[src/rtl/rv_ctrl_pkg.sv]
// Shared constants for the RV32I control path.
// Holds the opcodes the core supports, the main FSM state codes, the ALUOp
// codes handed to ALU_Decoder and the immediate-format codes.
package rv_ctrl_pkg;

    localparam logic [6:0] OP_LW  = 7'b0000011;
    localparam logic [6:0] OP_SW  = 7'b0100011;
    localparam logic [6:0] OP_R   = 7'b0110011;
    localparam logic [6:0] OP_I   = 7'b0010011;
    localparam logic [6:0] OP_BEQ = 7'b1100011;
    localparam logic [6:0] OP_JAL = 7'b1101111;

    typedef enum logic [3:0] {
        S_FETCH    = 4'd0,
        S_DECODE   = 4'd1,
        S_MEMADR   = 4'd2,
        S_MEMREAD  = 4'd3,
        S_MEMWB    = 4'd4,
        S_MEMWRITE = 4'd5,
        S_EXECR    = 4'd6,
        S_ALUWB    = 4'd7,
        S_EXECI    = 4'd8,
        S_JAL      = 4'd9,
        S_BEQ      = 4'd10
    } state_t;

    localparam logic [1:0] ALUOP_ADD   = 2'b00;
    localparam logic [1:0] ALUOP_SUB   = 2'b01;
    localparam logic [1:0] ALUOP_FUNCT = 2'b10;

    localparam logic [1:0] IMM_I = 2'b00;
    localparam logic [1:0] IMM_S = 2'b01;
    localparam logic [1:0] IMM_B = 2'b10;
    localparam logic [1:0] IMM_J = 2'b11;

endpackage

[src/rtl/multicycle_main_fsm_if.sv]
// Control bundle between the main FSM and the multicycle datapath.
// Ports: op/zero come from the datapath; all other signals are controls
// produced by the FSM. slave = FSM side, master = datapath side.
interface multicycle_main_fsm_if;
    logic [6:0] op;
    logic       zero;
    logic       pc_write;
    logic       adr_src;
    logic       mem_write;
    logic       ir_write;
    logic [1:0] result_src;
    logic [1:0] alu_src_a;
    logic [1:0] alu_src_b;
    logic [1:0] alu_op;
    logic [1:0] imm_src;
    logic       reg_write;
    logic       illegal_instr;
    logic [3:0] state_o;

    modport slave (
        input  op, zero,
        output pc_write, adr_src, mem_write, ir_write, result_src,
               alu_src_a, alu_src_b, alu_op, imm_src, reg_write,
               illegal_instr, state_o
    );

    modport master (
        output op, zero,
        input  pc_write, adr_src, mem_write, ir_write, result_src,
               alu_src_a, alu_src_b, alu_op, imm_src, reg_write,
               illegal_instr, state_o
    );
endinterface

[src/rtl/multicycle_main_fsm_imm_src_decoder.sv]
// Immediate-format select decoded purely from the opcode.
// Ports: op (7) in, imm_src (2) out: 00=I, 01=S, 10=B, 11=J.
// Kept separate so a single-cycle main decoder can reuse it.
module imm_src_decoder
    import rv_ctrl_pkg::*;
(
    input  logic [6:0] op,
    output logic [1:0] imm_src
);
    always_comb begin
        imm_src = IMM_I;
        case (op)
            OP_SW:   imm_src = IMM_S;
            OP_BEQ:  imm_src = IMM_B;
            OP_JAL:  imm_src = IMM_J;
            default: imm_src = IMM_I;
        endcase
    end
endmodule

[src/rtl/multicycle_main_fsm.sv]
// Main control FSM of the multicycle RV32I core.
// Ports: clk, rst_n (async, active low), bus (slave modport) carrying
// op/zero in and all datapath controls, alu_op and state_o out.
//
//   state    | meaning
//   FETCH    | read instruction at PC, PC <= PC + 4
//   DECODE   | read registers, compute branch/jump target in ALU
//   MEMADR   | rs1 + imm for lw/sw
//   MEMREAD  | read data memory at ALUOut
//   MEMWB    | write loaded data to rd
//   MEMWRITE | write rs2 to data memory at ALUOut
//   EXECR    | R-type ALU operation
//   EXECI    | I-type ALU operation
//   ALUWB    | write ALUOut to rd
//   JAL      | PC <= target, ALU computes return address
//   BEQ      | compare rs1/rs2, branch if zero
module multicycle_main_fsm
    import rv_ctrl_pkg::*;
(
    input  logic                  clk,
    input  logic                  rst_n,
    multicycle_main_fsm_if.slave  bus
);
    state_t state;
    logic   pc_update;
    logic   branch;
    logic   ir_write_d;
    logic   mem_write_d;
    logic   reg_write_d;
    logic   legal_op;

    assign legal_op = (bus.op == OP_LW) || (bus.op == OP_SW) || (bus.op == OP_R) ||
                      (bus.op == OP_I)  || (bus.op == OP_JAL) || (bus.op == OP_BEQ);

    always_ff @(posedge clk or negedge rst_n) begin
        if (!rst_n) begin
            state <= S_FETCH;
        end else begin
            case (state)
                S_FETCH:  state <= S_DECODE;
                S_DECODE: begin
                    case (bus.op)
                        OP_LW, OP_SW: state <= S_MEMADR;
                        OP_R:         state <= S_EXECR;
                        OP_I:         state <= S_EXECI;
                        OP_JAL:       state <= S_JAL;
                        OP_BEQ:       state <= S_BEQ;
                        default:      state <= S_FETCH;
                    endcase
                end
                S_MEMADR:   state <= (bus.op == OP_LW) ? S_MEMREAD : S_MEMWRITE;
                S_MEMREAD:  state <= S_MEMWB;
                S_EXECR,
                S_EXECI,
                S_JAL:      state <= S_ALUWB;
                default:    state <= S_FETCH;
            endcase
        end
    end

    always_comb begin
        pc_update      = 1'b0;
        branch         = 1'b0;
        ir_write_d     = 1'b0;
        mem_write_d    = 1'b0;
        reg_write_d    = 1'b0;
        bus.adr_src    = 1'b0;
        bus.result_src = 2'b00;
        bus.alu_src_a  = 2'b00;
        bus.alu_src_b  = 2'b00;
        bus.alu_op     = ALUOP_ADD;
        case (state)
            S_FETCH: begin
                ir_write_d     = 1'b1;
                pc_update      = 1'b1;
                bus.alu_src_b  = 2'b10;
                bus.result_src = 2'b10;
            end
            S_DECODE: begin
                bus.alu_src_a = 2'b01;
                bus.alu_src_b = 2'b01;
            end
            S_MEMADR: begin
                bus.alu_src_a = 2'b10;
                bus.alu_src_b = 2'b01;
            end
            S_MEMREAD:  bus.adr_src = 1'b1;
            S_MEMWB: begin
                bus.result_src = 2'b01;
                reg_write_d    = 1'b1;
            end
            S_MEMWRITE: begin
                bus.adr_src = 1'b1;
                mem_write_d = 1'b1;
            end
            S_EXECR: begin
                bus.alu_src_a = 2'b10;
                bus.alu_op    = ALUOP_FUNCT;
            end
            S_EXECI: begin
                bus.alu_src_a = 2'b10;
                bus.alu_src_b = 2'b01;
                bus.alu_op    = ALUOP_FUNCT;
            end
            S_ALUWB:    reg_write_d = 1'b1;
            S_JAL: begin
                bus.alu_src_a = 2'b01;
                bus.alu_src_b = 2'b10;
                pc_update     = 1'b1;
            end
            S_BEQ: begin
                bus.alu_src_a = 2'b10;
                bus.alu_op    = ALUOP_SUB;
                branch        = 1'b1;
            end
            default: ;
        endcase
    end

    // Reset forces the state to FETCH, whose decode would otherwise enable
    // PC and IR writes; gate every enable so nothing commits during reset.
    assign bus.pc_write      = rst_n & (pc_update | (branch & bus.zero));
    assign bus.ir_write      = rst_n & ir_write_d;
    assign bus.mem_write     = rst_n & mem_write_d;
    assign bus.reg_write     = rst_n & reg_write_d;
    assign bus.illegal_instr = rst_n & (state == S_DECODE) & ~legal_op;
    assign bus.state_o       = state;

    imm_src_decoder u_imm_src_decoder (
        .op      (bus.op),
        .imm_src (bus.imm_src)
    );

endmodule
[src/flat_wrapper.sv]
// flat-port wrapper written by rule: the top's interface ports become plain ports
module multicycle_main_fsm_flat import rv_ctrl_pkg::*;
  (clk, rst_n, bus_op, bus_zero, bus_pc_write, bus_adr_src, bus_mem_write, bus_ir_write, bus_result_src, bus_alu_src_a, bus_alu_src_b, bus_alu_op, bus_imm_src, bus_reg_write, bus_illegal_instr, bus_state_o);
  multicycle_main_fsm_if bus_i ();
  input  logic clk;
  input  logic rst_n;
  input wire logic [$bits(bus_i.op)-1:0] bus_op;
  input wire logic [$bits(bus_i.zero)-1:0] bus_zero;
  output wire logic [$bits(bus_i.pc_write)-1:0] bus_pc_write;
  output wire logic [$bits(bus_i.adr_src)-1:0] bus_adr_src;
  output wire logic [$bits(bus_i.mem_write)-1:0] bus_mem_write;
  output wire logic [$bits(bus_i.ir_write)-1:0] bus_ir_write;
  output wire logic [$bits(bus_i.result_src)-1:0] bus_result_src;
  output wire logic [$bits(bus_i.alu_src_a)-1:0] bus_alu_src_a;
  output wire logic [$bits(bus_i.alu_src_b)-1:0] bus_alu_src_b;
  output wire logic [$bits(bus_i.alu_op)-1:0] bus_alu_op;
  output wire logic [$bits(bus_i.imm_src)-1:0] bus_imm_src;
  output wire logic [$bits(bus_i.reg_write)-1:0] bus_reg_write;
  output wire logic [$bits(bus_i.illegal_instr)-1:0] bus_illegal_instr;
  output wire logic [$bits(bus_i.state_o)-1:0] bus_state_o;
  assign bus_i.op = bus_op;
  assign bus_i.zero = bus_zero;
  assign bus_pc_write = bus_i.pc_write;
  assign bus_adr_src = bus_i.adr_src;
  assign bus_mem_write = bus_i.mem_write;
  assign bus_ir_write = bus_i.ir_write;
  assign bus_result_src = bus_i.result_src;
  assign bus_alu_src_a = bus_i.alu_src_a;
  assign bus_alu_src_b = bus_i.alu_src_b;
  assign bus_alu_op = bus_i.alu_op;
  assign bus_imm_src = bus_i.imm_src;
  assign bus_reg_write = bus_i.reg_write;
  assign bus_illegal_instr = bus_i.illegal_instr;
  assign bus_state_o = bus_i.state_o;
  multicycle_main_fsm u_core (.clk(clk), .rst_n(rst_n), .bus(bus_i));
endmodule
[config.mk]
export PLATFORM = sky130hd
export DESIGN_NAME = multicycle_main_fsm_flat
export DESIGN_NICKNAME = d
export VERILOG_FILES = /design/src/rtl/rv_ctrl_pkg.sv /design/src/rtl/multicycle_main_fsm_if.sv /design/src/rtl/multicycle_main_fsm_imm_src_decoder.sv /design/src/rtl/multicycle_main_fsm.sv /design/src/flat_wrapper.sv
export SDC_FILE = /design/constraint.sdc
export NUM_CORES = 1
export LEC_CHECK = 0
export CAP_MARGIN = 25
export CORE_MARGIN = 5
export CORE_UTILIZATION = 33
export DETAILED_ROUTE_END_ITERATION = 10
export PLACE_DENSITY = 0.79
export SYNTH_ARGS = -nofsm -noshare
export SYNTH_HDL_FRONTEND = slang
export SYNTH_SLANG_ARGS = --single-unit
export TNS_END_PERCENT = 10
[constraint.sdc]
create_clock -name clk -period 1.2 [get_ports clk]
set_input_delay 0.12 -clock clk [delete_from_list [all_inputs] [get_ports clk]]
set_output_delay 0.12 -clock clk [all_outputs]
set_load 0.05 [all_outputs]
==> results of run 1 <==
## repair_timing
item                                    4_1_cts
resized for setup                            20
endpoints found under the setup margin       22
setup buffers                                 1
pin swaps                                     3
cloned                                        1
## per-stage QoR
stage                     TNS [ns]  worst slack, ns  hold slack (ns)  cell area, µm²  util [%]
after floorplan              -9.11           -0.757           -0.176             563         -
after detailed placement     -3.81           -0.437            0.544            1260      84.6
after CTS                    -6.24           -0.514            0.292            1390      93.4
after global placement       -3.19           -0.387            0.537            1260      84.6
## synth_stat cells, types with 2 or more instances
cell      n  area share [%]
and2_1    3             3.6
dfrtp_1   4              19
buf_2     4             3.9
a21oi_1   4             3.9
o211ai_1  2             2.9
nand4_1   4             4.9
nor3_1    2             1.9
inv_1     2             1.5
nand2_1   6             4.4
nor2_1    9             6.6
xor2_1    3             5.1
nor2b_1   4             4.9
nand3_1   2             1.9
## kinds of logic after synthesis
kind of cell / count (synthesis)
and+or+nand+nor: 41
AOI/OAI and AO/OA: 12
buffers and inverters: 7
xor gates and xnor gates: 4
DFF: 4
muxes: 1
==> metrics, run 1 <==
number of top-level pins=30; Synth Area in XOR/XNOR=6.80%; largest family of logic cells by synthesized area=simple AND/OR/NAND/NOR gates; outcome=aborted with a tool error; Die H=49.5 µm; clk sinks=4; num rows=14; Top FF cell, synth=dfrtp_1; clk buf depth=2; Async SR Flop Fraction=100%; CTS root buf=clkbuf_4; port bufs=29; Avg Inst Size Synth=7.47 µm²; largest net degree at the start of global routing=17; initial antenna violation count=0; Initial Util=34.6%; Distinct cells, synth=33; Mapped Area=515 µm²; number of H-tree levels=1; Synth Area in Simple Gates=48.8%; area share of fa/ha/maj cells after synthesis=0%; Post-CTS Hold Buffers=0; Post-synth EDFFs=0; category of the worst endpoint=primary output; sequential-to-total area share from yosys stat=19.4%; Mapped Nets=79; mux contribution to synthesized area=1.94%; cts bufs inserted=3; #FFs+latches synth=4; Yosys warnings=0; Exit stage=global routing; post-DP HPWL=1.57 mm; GRT worst endpoint=bus_illegal_instr; Syn Inst Count=69; First Err=[ERROR DPL-0033] detailed placement checks failed during check placement.; RD Place Congestion=0.879; Placed Cells=138; post-synthesis compound-gate area fraction=15.5%; Die X=49.5 µm
==> run 2: changes to the inputs <==
--- a/config.mk
+++ b/config.mk
@@ -6,10 +6,10 @@
 export NUM_CORES = 1
 export LEC_CHECK = 0
 export CAP_MARGIN = 25
-export CORE_MARGIN = 5
-export CORE_UTILIZATION = 33
+export CORE_AREA = 5 5 66 68
 export DETAILED_ROUTE_END_ITERATION = 10
-export PLACE_DENSITY = 0.79
+export DIE_AREA = 0 0 71 73
+export PLACE_DENSITY_LB_ADDON = 0.15
 export SYNTH_ARGS = -nofsm -noshare
 export SYNTH_HDL_FRONTEND = slang
 export SYNTH_SLANG_ARGS = --single-unit
==> constraint.sdc (replaced) <==
create_clock -name clk -period 1.55 [get_ports clk]
set_input_delay 0.155 -clock clk [delete_from_list [all_inputs] [get_ports clk]]
set_output_delay 0.155 -clock clk [all_outputs]
set_load 0.05 [all_outputs]
==> run 2 against run 1 <==
The flow now finishes, with violations (setup timing). Area after synthesis unchanged. Synthesized cell count unchanged.
==> metrics, run 2 <==
commonest non-fill, non-tap cell in the layout=buf_12; number of top-level pins=30; skew final=0.00200 ns; Antenna Cells=0; Slew HR=81.1%; most frequent cells in the layout=buf_12, buf_4, clkdlybuf4s50_1; post-DR vias/cell=4.07; overall routed net length=1.94 mm; synth cell count leaders=nor2_1, nand2_1; final hold viol count=0; routed len/inst=11.6 µm; sequential-to-total area share from yosys stat=19.4%; WP data arrival=1.55 ns; Yosys warnings=0; sequential share of power=7.8%; area grow syn2layout=171%; cts bufs inserted=3; total setup buffers inserted after CTS=0; most common cell in the netlist=nor2_1; Detail Route met2 WL=1.07 mm; num rows=23; Async SR Flop Fraction=100%; Total GRT Usage=7.97%; max layer used=met3; Syn Inst Count=69; largest net degree at the start of global routing=17; CP endpoint kind=primary output; Synth top area share=19.4%; Post-Route M1 WL=757 µm; Final ANT Viol Nets=0; drt first-iter violations=5; Core ar.=3800 µm²; Clock Power Share=10.9%; RSZ-0062 raised after global routing=true; clk slew on worst S/H paths=0.03 ns; routed wl met3=110 µm; Fmax=588 MHz; failing checks=setup timing; Least-Margin Pin Slew=0.283 ns; Post-synth EDFFs=0; maxcap violations=0; via count of the first global-routing pass=691; CP Data Required Time=1.39 ns; P_leak=0.577 nW; Initial Util=13.6%; pwr dens=1390 nW/µm²; full die area=5180 µm²; Pre-Repair DR Iteration Count=3; ranking of synthesized cells by area=dfrtp_1, nor2_1, xor2_1; Mapped Area=515 µm²; crit-path max FO=2; CP startpoint kind=register; share of layout cells above drive strength 1=59.8%; #FFs+latches synth=4; CTS tree=done; Final Util=36.8%; post-DP HPWL=1.60 mm; fin nets=129; Avg Inst Size Synth=7.47 µm²; Final setup viols=5; Die X=71 µm; clk sinks=4; reg2reg setup slack=0.25 ns; Die H=73 µm; Mapped Nets=79; final worst path period share=110%; Switching Fraction=45.0%; total gr overflow=0; Distinct cells, synth=33; power share of the combinational group=81.3%; kind of critical path=register to primary output; number of H-tree levels=1; global-route wire length before repair=3.21 mm; initial antenna violation count=0; residual DRC count=0; RD Place Congestion=0.791; Top FF cell, synth=dfrtp_1; Final Max Slew Viols=0; port bufs=29; vias=679; setup ws final=-0.152 ns; Worst-Skew Late Latency=0.21 ns; minimum clock period after layout=1.70 ns; Tightest Hold Check Type=primary input to async pin; Yosys top cell by area=dfrtp_1; setup TNS=-0.364 ns; outcome=finished, violations left; VDD IR-drop max=0.482 mV; Psw=0.874 mW; CTS root buf=clkbuf_8; cell-internal power=1.07 mW; clk buf depth=2; Largest register FFs=4
-- run 2: cell counts after synthesis --
No cell type changed its count.
-- run 2: layout make-up --
type / count / area [µm²]
timing repair buffer: 50 / 677
tap: 50 / 62.6
inverter: 2 / 7.51
fill: 399 / 2400
clock buffer: 3 / 41.3
sequential: 4 / 103
multi-input combinational: 58 / 507
-- run 2: power by group through the flow --
stage               Sequential (mW)  Clock (mW)  Combinational, mW
floorplan                     0.224           0              0.664
global placement              0.151           0               1.51
detailed placement            0.153           0               1.51
CTS                           0.152       0.219               1.55
global route                  0.154       0.230               1.66
finish                        0.151       0.212               1.58
-- run 2: metrics by stage --
stage / power, mW / instance area, µm² / std cells / hold slack [ns] / setup slack (ns)
floorplan: 0.888 / 563 / 69 / -0.141 / -0.442
global placement: 1.66 / 1250 / 164 / 0.605 / -0.155
detailed placement: 1.66 / 1250 / 164 / 0.614 / -0.175
CTS: 1.92 / 1350 / 167 / 0.393 / -0.159
global route: 2.05 / 1400 / 167 / 0.428 / -0.203
finish: 1.94 / 1400 / 167 / 0.372 / -0.152
-- run 2: final timing paths --
check,startpoint,end,depth (start not counted)
max in group asynchronous,rst_n,u_core.bus.state_o[0]$_DFF_PN0_,2
worst max-delay path,u_core.bus.state_o[1]$_DFF_PN0_,bus_illegal_instr,4
worst min-delay path,rst_n,u_core.bus.state_o[3]$_DFF_PN0_,2
worst min register to register,u_core.bus.state_o[2]$_DFF_PN0_,u_core.bus.state_o[3]$_DFF_PN0_,3
min in group clk,bus_op[2],u_core.bus.state_o[3]$_DFF_PN0_,6
worst max register to register,u_core.bus.state_o[1]$_DFF_PN0_,u_core.bus.state_o[1]$_DFF_PN0_,4
-- run 2: kinds of logic after synthesis --
group / synth area share, %
and+or+nand+nor: 48.8
AOI/OAI and AO/OA: 15.5
buffers and inverters: 7.52
xor gates and xnor gates: 6.80
DFF: 19.4
muxes: 1.94
-- run 2: timing repair --
action | 4_1_cts | 5_1_grt
endpoints found under the setup margin | 14 | 14
pin swaps | 4 | 0
resized for setup | 16 | 11
hold buffers | 0 | 0
-- run 2: critical path, stage by stage, from the launching register on --
cell	delay, ns
dfrtp_2	0.39
nand2b_4	0.14
or3_4	0.35
nor4b_4	0.27
buf_12	0.17
-- run 2: layer usage --
metal	GRT usage [%]	vias to the layer above
met3	2.89	0
met4	3.76	0
met1	8.40	318
met5	0	-
met2	14.1	16
li1	-	345
No activity file was read; power rests on OpenSTA's default activity.
